$ cat config.mk
export PLATFORM = sky130hd
export DESIGN_NAME = adjust_ctrl
export DESIGN_NICKNAME = d
export VERILOG_FILES = /design/src/rtl/adjust_ctrl.sv
export SDC_FILE = /design/constraint.sdc
export NUM_CORES = 1
export LEC_CHECK = 0
export ABC_AREA = 0
export BUFFER_PORTS_ARGS = -buffer_cell sky130_fd_sc_hd__buf_2
export CAP_MARGIN = 20
export CORE_MARGIN = 3
export CORE_UTILIZATION = 40
export DETAILED_ROUTE_END_ITERATION = 10
export GPL_TIMING_DRIVEN = 0
export SYNTH_ARGS = -nofsm -noshare
export SYNTH_HDL_FRONTEND = slang
export SYNTH_SLANG_ARGS = --single-unit
$ cat constraint.sdc
create_clock -name clk -period 4.3 [get_ports clk]
set_input_delay 0.86 -clock clk [delete_from_list [all_inputs] [get_ports clk]]
set_output_delay 0.86 -clock clk [all_outputs]
set_load 0.03 [all_outputs]
$ cat src/rtl/adjust_ctrl.sv
// adjust_ctrl: synchronises and debounces the mode/up/down buttons and steps the clock-adjust mode FSM.
// Auto-repeat of held up/down buttons is built only when ADJUST_CTRL_REPEAT_EN is defined.
module adjust_ctrl #(
  parameter int DB_CYCLES    = 500000,
  parameter int REPEAT_DELAY = 25000000,
  parameter int REPEAT_RATE  = 5000000
) (
  input  logic       clk,
  input  logic       reset,
  input  logic       btn_mode,
  input  logic       btn_up,
  input  logic       btn_down,
  output logic [3:0] en_field,
  output logic       up,
  output logic       Down,
  output logic       set_mode
);

  localparam int DBW = $clog2(DB_CYCLES + 1);

  typedef enum logic [2:0] {
    ST_RUN      = 3'd0,
    ST_SET_HR   = 3'd1,
    ST_SET_MIN  = 3'd2,
    ST_SET_AHR  = 3'd3,
    ST_SET_AMIN = 3'd4
  } state_t;

  // Bit order in all button vectors: [0] mode, [1] up, [2] down.
  logic [2:0]     r_sync1;
  logic [2:0]     r_sync2;
  logic [2:0]     r_db;
  logic [2:0]     r_db_q;
  logic [2:0]     r_press;
  logic [DBW-1:0] r_db_cnt [3];
  state_t         r_state;

  logic w_mode_ev;
  logic w_up_ev;
  logic w_dn_ev;
  logic w_up_only;
  logic w_dn_only;

  if (DB_CYCLES < 2 || REPEAT_DELAY < 1 || REPEAT_RATE < 1) begin : g_bad_params
  end

  function automatic state_t f_next_state(input state_t s);
    case (s)
      ST_RUN:      f_next_state = ST_SET_HR;
      ST_SET_HR:   f_next_state = ST_SET_MIN;
      ST_SET_MIN:  f_next_state = ST_SET_AHR;
      ST_SET_AHR:  f_next_state = ST_SET_AMIN;
      ST_SET_AMIN: f_next_state = ST_RUN;
      default:     f_next_state = ST_RUN;
    endcase
  endfunction

  function automatic logic [3:0] f_field(input state_t s);
    case (s)
      ST_RUN:      f_field = 4'b0000;
      ST_SET_HR:   f_field = 4'b0001;
      ST_SET_MIN:  f_field = 4'b0010;
      ST_SET_AHR:  f_field = 4'b0100;
      ST_SET_AMIN: f_field = 4'b1000;
      default:     f_field = 4'b0000;
    endcase
  endfunction

  assign w_mode_ev = r_press[0];
  assign w_up_ev   = r_press[1];
  assign w_dn_ev   = r_press[2];
  assign w_up_only = w_up_ev & ~w_dn_ev;
  assign w_dn_only = w_dn_ev & ~w_up_ev;

`ifdef ADJUST_CTRL_REPEAT_EN
  localparam int REP_MAX = (REPEAT_DELAY > REPEAT_RATE) ? REPEAT_DELAY : REPEAT_RATE;
  localparam int RPW     = $clog2(REP_MAX + 1);

  logic           r_rep_act;
  logic           r_rep_dn;
  logic           r_rep_rate;
  logic [RPW-1:0] r_rep_cnt;
  logic           w_rep_hold;
  logic           w_rep_fire;
  logic [RPW-1:0] w_rep_limit;

  // Repeat continues only while the repeating button alone stays debounced-high.
  assign w_rep_hold  = r_rep_act & (r_rep_dn ? (r_db[2] & ~r_db[1]) : (r_db[1] & ~r_db[2]));
  assign w_rep_limit = r_rep_rate ? RPW'(REPEAT_RATE) : RPW'(REPEAT_DELAY);
  assign w_rep_fire  = w_rep_hold & (r_rep_cnt == w_rep_limit);
`endif

  // Input synchronisers, per-button debouncers and press-edge detection.
  always_ff @(posedge clk) begin
    if (reset) begin
      r_sync1 <= 3'b000;
      r_sync2 <= 3'b000;
      r_db    <= 3'b000;
      r_db_q  <= 3'b000;
      r_press <= 3'b000;
      for (int i = 0; i < 3; i++) begin
        r_db_cnt[i] <= {DBW{1'b0}};
      end
    end else begin
      r_sync1 <= {btn_down, btn_up, btn_mode};
      r_sync2 <= r_sync1;
      r_db_q  <= r_db;
      r_press <= r_db & ~r_db_q;
      for (int i = 0; i < 3; i++) begin
        if (r_sync2[i] == r_db[i]) begin
          r_db_cnt[i] <= {DBW{1'b0}};
        end else if (r_db_cnt[i] == DBW'(DB_CYCLES)) begin
          r_db[i]     <= r_sync2[i];
          r_db_cnt[i] <= {DBW{1'b0}};
        end else begin
          r_db_cnt[i] <= r_db_cnt[i] + DBW'(1);
        end
      end
    end
  end

  // Mode FSM with registered field enable and up/down pulse outputs.
  always_ff @(posedge clk) begin
    if (reset) begin
      r_state  <= ST_RUN;
      en_field <= 4'b0000;
      up       <= 1'b0;
      Down     <= 1'b0;
      set_mode <= 1'b0;
`ifdef ADJUST_CTRL_REPEAT_EN
      r_rep_act  <= 1'b0;
      r_rep_dn   <= 1'b0;
      r_rep_rate <= 1'b0;
      r_rep_cnt  <= {RPW{1'b0}};
`endif
    end else begin
      up   <= 1'b0;
      Down <= 1'b0;
      if (w_mode_ev) begin
        // Mode wins over any coincident up/down event.
        r_state  <= f_next_state(r_state);
        en_field <= f_field(f_next_state(r_state));
        set_mode <= (f_next_state(r_state) != ST_RUN);
`ifdef ADJUST_CTRL_REPEAT_EN
        r_rep_act <= 1'b0;
`endif
      end else if (r_state == ST_RUN) begin
`ifdef ADJUST_CTRL_REPEAT_EN
        r_rep_act <= 1'b0;
`endif
      end else if (w_up_only) begin
        up <= 1'b1;
`ifdef ADJUST_CTRL_REPEAT_EN
        r_rep_act  <= 1'b1;
        r_rep_dn   <= 1'b0;
        r_rep_rate <= 1'b0;
        r_rep_cnt  <= RPW'(1);
`endif
      end else if (w_dn_only) begin
        Down <= 1'b1;
`ifdef ADJUST_CTRL_REPEAT_EN
        r_rep_act  <= 1'b1;
        r_rep_dn   <= 1'b1;
        r_rep_rate <= 1'b0;
        r_rep_cnt  <= RPW'(1);
`endif
      end
`ifdef ADJUST_CTRL_REPEAT_EN
      else if (w_up_ev | w_dn_ev) begin
        r_rep_act <= 1'b0;
      end else if (w_rep_fire) begin
        up         <= ~r_rep_dn;
        Down       <= r_rep_dn;
        r_rep_rate <= 1'b1;
        r_rep_cnt  <= RPW'(1);
      end else if (w_rep_hold) begin
        r_rep_cnt <= r_rep_cnt + RPW'(1);
      end else begin
        r_rep_act <= 1'b0;
      end
`endif
    end
  end

endmodule

== Word level (Yosys, flattened, before mapping) ==
Memory sizes are Yosys's and may differ from the RTL's.
Cells that the tools add are included.

* Memories: 1
* RAM bits: 57
* Flip-flop bits (word level): 25
* Bits of input ports: 5
* Output and inout bits: 7

{| class="wikitable"
|+ Memories
! name !! words !! width !! read ports !! clocked after memory_dff !! wr ports !! RTL line !! text
|-
| r_db_cnt || 3 || 19 || 3 || 0 || 3 || 35 || <nowiki>logic [DBW-1:0] r_db_cnt [3];</nowiki>
|}

* Bitwise gates (word level): 18
* Mux-type cells: 50
* Add/sub/neg operators: 3
* Eq/ne operators: 13
* Reduce and logical (&&, ||, !) cells: 7

{| class="wikitable"
|+ Operator list
! cell !! count
|-
| $mux 19 || 9
|-
| $add 19x1->19 const B || 3
|-
| $eq 19x19->1 const B || 3
|-
| $mux 1 || 37
|-
| $pmux 4 s4 || 1
|-
| $eq 3x2->1 const B || 4
|-
| $pmux 3 s4 || 1
|-
| $or 1x1->1 || 9
|-
| $eq 3x1->1 const B || 2
|-
| $mux 3 || 2
|-
| $reduce_and 2->1 || 3
|-
| $not 1->1 || 5
|-
| $reduce_or 4->1 || 1
|-
| $and 3x3->3 || 1
|-
| $eq 1x1->1 || 3
|-
| $eq 3x3->1 const B || 1
|-
| $logic_not 3->1 || 1
|-
| $not 3->3 || 1
|-
| $reduce_bool 3->1 || 1
|-
| $reduce_or 3->1 || 1
|-
| $and 1x1->1 || 2
|}

== Longest topological paths before layout ==
* Depth after elaboration: 7
* Depth in mapped cells: 7
* Gate-level depth less buffers: 6

== Worst setup path before layout ==
OpenSTA, ideal clock, no wires.

* Kind: register to register
* Start point: memory r_db_cnt[1][10] in the netlist's numbering
* End point: memory r_db_cnt[1][8] in the netlist's numbering, data pin
* Arrival: 1797 ps
* Clock period less this slack: 2051 ps
* Setup slack: 2249 ps
* Data required time: 4046 ps
* Cell stages (with the launch flop): 6
* Cells stage by stage: edfxtp_1 or4b_1 or4_4 o21ai_4 buf_6 nor2_1

{| class="wikitable"
|+ RTL lines
! element !! RTL line
|-
| start, declared || 35
|}

==> flow_metrics.tcl <==
set metrics [dict create \
    worst_path_max_delay_cell "or4b_1" \
    period_share 0.519 \
    clock-sinks 82 \
    synth_area_leaders "edfxtp_1 43%, dfxtp_1 12%, nor2_1 6.2%, xnor2_1 5.4%, xor2_1 4.1%" \
    setup.worst_path.start "r_db_cnt[1][10]" \
    worstPathArrival_ns 2.36 \
    drive_above_1_share 0.0815 \
    synthDistinctLibCells 38 \
    clock-skew-final_ns 0.0127 \
    cp_num_buf_inv 1 \
    design.core.area_um2 9500 \
    grt_pass1_vias 2689 \
    placement.io_buffers 11 \
    synthCells 383 \
    power.density_nw_per_um2 327 \
    startpoint_type "register" \
    clockBufferDepth 2 \
    die_height_um 106 \
    multiInputGateArea_um2 1900 \
    netlist_area_um2 4030 \
    regToRegSetupSlack_ns 2.07 \
    finalWeightedCongestion 0.774 \
    grt_first_pass_wirelength_um 12000 \
    post-dp-hpwl_um 4890 \
    total_clock_buffers_created_by_cts 9 \
    hold_path_cell_cnt 1 \
    finalSetupViolations 0 \
    critical_path.reg2reg.endpoint "r_db_cnt[1][14]" \
    area_of_the_die_um2 11300 \
    placementRows 35 \
    path_clk_slew_ns 0.10 \
    grt_antenna_before_repair 0 \
    min_delay_worst_endpoint "r_press[0]" \
    timing.critical_path.to_type "register" \
    num_vias 2810 \
    ant_nets 0 \
    area_growth_pct 15.6 \
    firstDrtPassIters 4 \
    crit_fanout 10 \
    tritoncts "built" \
    critical_path_required_ns 4.42 \
    max_capacitance_violation_count 0 \
    min_from "r_db_q[0]" \
    global_route.usage.total 0.130 \
    dr.first_iter.drc_count 108 \
    top_cell_type_s_share_of_synthesized_area 0.425 \
    r2r_cells 5 \
    synth.most_common_cell "nor2_1" \
    antenna_cells 0 \
    worst_path_largest_cell_delay_ns 0.54 \
    htree_levels 3 \
    synth_common_cells "67 x nor2_1, 57 x edfxtp_1, 25 x dfxtp_1, 25 x xnor2_1, 21 x nand3_1" \
    rr_startpoint "r_db_cnt[1][10]" \
    hp-class "reg2reg" \
    final_net_count 472 \
    route.detailed.wl_per_inst_um 11.3 \
    timing_worst_slew_pin_value_ns 0.624 \
    global_route.overflow_total 0 \
    layout.cells.non_filler 595 \
    postLayoutCoreUtil 0.490 \
    run_status "finished clean" \
    max_freq_mhz 448 \
    worst_skew_late_latency_ns 0.36 \
    pin_count_of_the_biggest_net_entering_global_routing 19 \
    syn_avg_cell_area_um2 10.5 \
    vdd_ir_drop_max_uv 202 \
    worstPathCellList "or4b_1 -> or4_4 -> o21ai_4 -> buf_6 -> nor2_1" \
    postCtsResizedCells 0 \
    hold_buffers_post_cts 0 \
    io_pins 12 \
    final.fill_count 913 \
    synth.yosys.seq_area_share 0.550 \
    finalInstanceArea_um2 4650 \
    wl_um 6700 \
    hold_viol 0 \
    synth_top_area_cell "edfxtp_1" \
    slew_viol_final 0 \
    yosysWarnings 0 \
    die_width_um 106 \
    rsz0062_at_grt "false" \
    cpLargestDelayFamily "simple AND/OR/NAND/NOR gates" \
    detail_route.drc_violations 0 \
    layout.area.seq_um2 2210 \
    synth-seq-cells 82 \
    initial_core_util 0.424 \
    power_leakage_nw 1.64 \
    synth_ff_type "edfxtp_1" \
    critical_path_class "reg2reg" \
    min_period_ns 2.23 \
    clock-root-buffer "clkbuf_8" \
    synthArstFlopShare 0 \
    dpl.cell_count 579 \
    drt-vias-per-instance 4.72 \
    dpl_cell_area_um2 4450 \
    fin_setup_tns_ns 0 \
    cts.repair_timing.setup_buffer_count 0 \
    synth-edff-count 57 \
    maxSlewHeadroom 0.580 \
]
==> state kept, by name, summed over array words and instances, names as in the netlist <==
register,cells
r_db_q,3
set_mode,1
r_sync1,3
r_state,3
en_field,4
Down,1
r_sync2,3
r_db,3
r_press,3
r_db_cnt,57
up,1
==> placed cells by master (no fill, tap or decap), types with 2 or more instances in the layout <==
cell	n
nor2_1	67
edfxtp_1	57
conb_1	57
dfxtp_1	25
xnor2_1	25
nand3_1	21
inv_1	19
xor2_1	19
nand2_1	18
nand4_1	15
a21oi_1	15
buf_2	13
or3_1	11
nand2b_1	9
clkbuf_8	9
o21ai_0	8
nor4_1	8
or4_1	6
nor2b_1	6
nor3_1	6
ha_1	6
and4_1	5
mux2i_1	5
clkbuf_1	4
nor4bb_1	3
o31ai_1	3
and3_1	3
inv_6	3
inv_8	3
o21ai_4	2
buf_6	2
nor4b_1	2
nor3b_1	2
==> how the worst max path moves through the flow <==
stage	depth (start not counted)	to	slack, ns
2_1_floorplan	5	r_db_cnt[1][8]	2.25
3_3_place_gp	5	r_db_cnt[2][10]	2.06
3_5_place_dp	5	r_db_cnt[1][14]	2.05
4_1_cts	5	r_db_cnt[1][14]	2.04
5_1_grt	7	r_db_cnt[0][11]	1.91
6_report	5	r_db_cnt[1][14]	2.07
==> metrics by stage <==
step                      power, mW  setup WS, ns  hold WS (ns)
after CTS                      1.54          2.04         0.380
final                          1.52          2.07         0.376
after floorplan               0.954          2.25         0.368
after global placement        0.969          2.06         0.377
after global routing           1.58          1.91         0.403
after detailed placement      0.972          2.05         0.378
==> routing by layer <==
layer	share of wire	track usage	up-vias
met5	0	0	-
met4	0.017	0.0583	0
met3	0.020	0.0213	9
met2	0.46	0.202	20
met1	0.51	0.178	1309
li1	-	-	1472
==> cell type report <==
type	count	share of cell area
Sequential cell	82	0.476
Multi-Input combinational cell	330	0.409
Buffer	8	0.0102
Inverter	19	0.0153
Clock buffer	9	0.0266
Clock inverter	7	0.0164
Timing Repair Buffer	11	0.0118
Tap cell	129	0.0347
==> report_power, final <==
| part | internal (mW) | total, mW | leakage (nW) | switching [mW] |
|---|---|---|---|---|
| sequential | 0.868 | 0.897 | 0.790 | 0.0282 |
| clock | 0.233 | 0.568 | 0.103 | 0.335 |
| combinational | 0.0249 | 0.0575 | 0.743 | 0.0326 |
==> cells by family (layout without fill, tap and decap cells) <==
| group | Yosys count | count (layout) | share of synthesized area |
|---|---|---|---|
| buffers and inverters | 27 | 54 | 0.0295 |
| other | 1 | 57 | 0.000932 |
| XOR/XNOR | 44 | 44 | 0.0957 |
| AO/OA/AOI/OAI | 30 | 30 | 0.0466 |
| adder cells (fa/ha/maj) | 6 | 6 | 0.0187 |
| flip-flops | 82 | 82 | 0.550 |
| AND/OR/NAND/NOR | 188 | 188 | 0.247 |
| multiplexers | 5 | 5 | 0.0124 |
No activity file was read; power rests on OpenSTA's default activity.
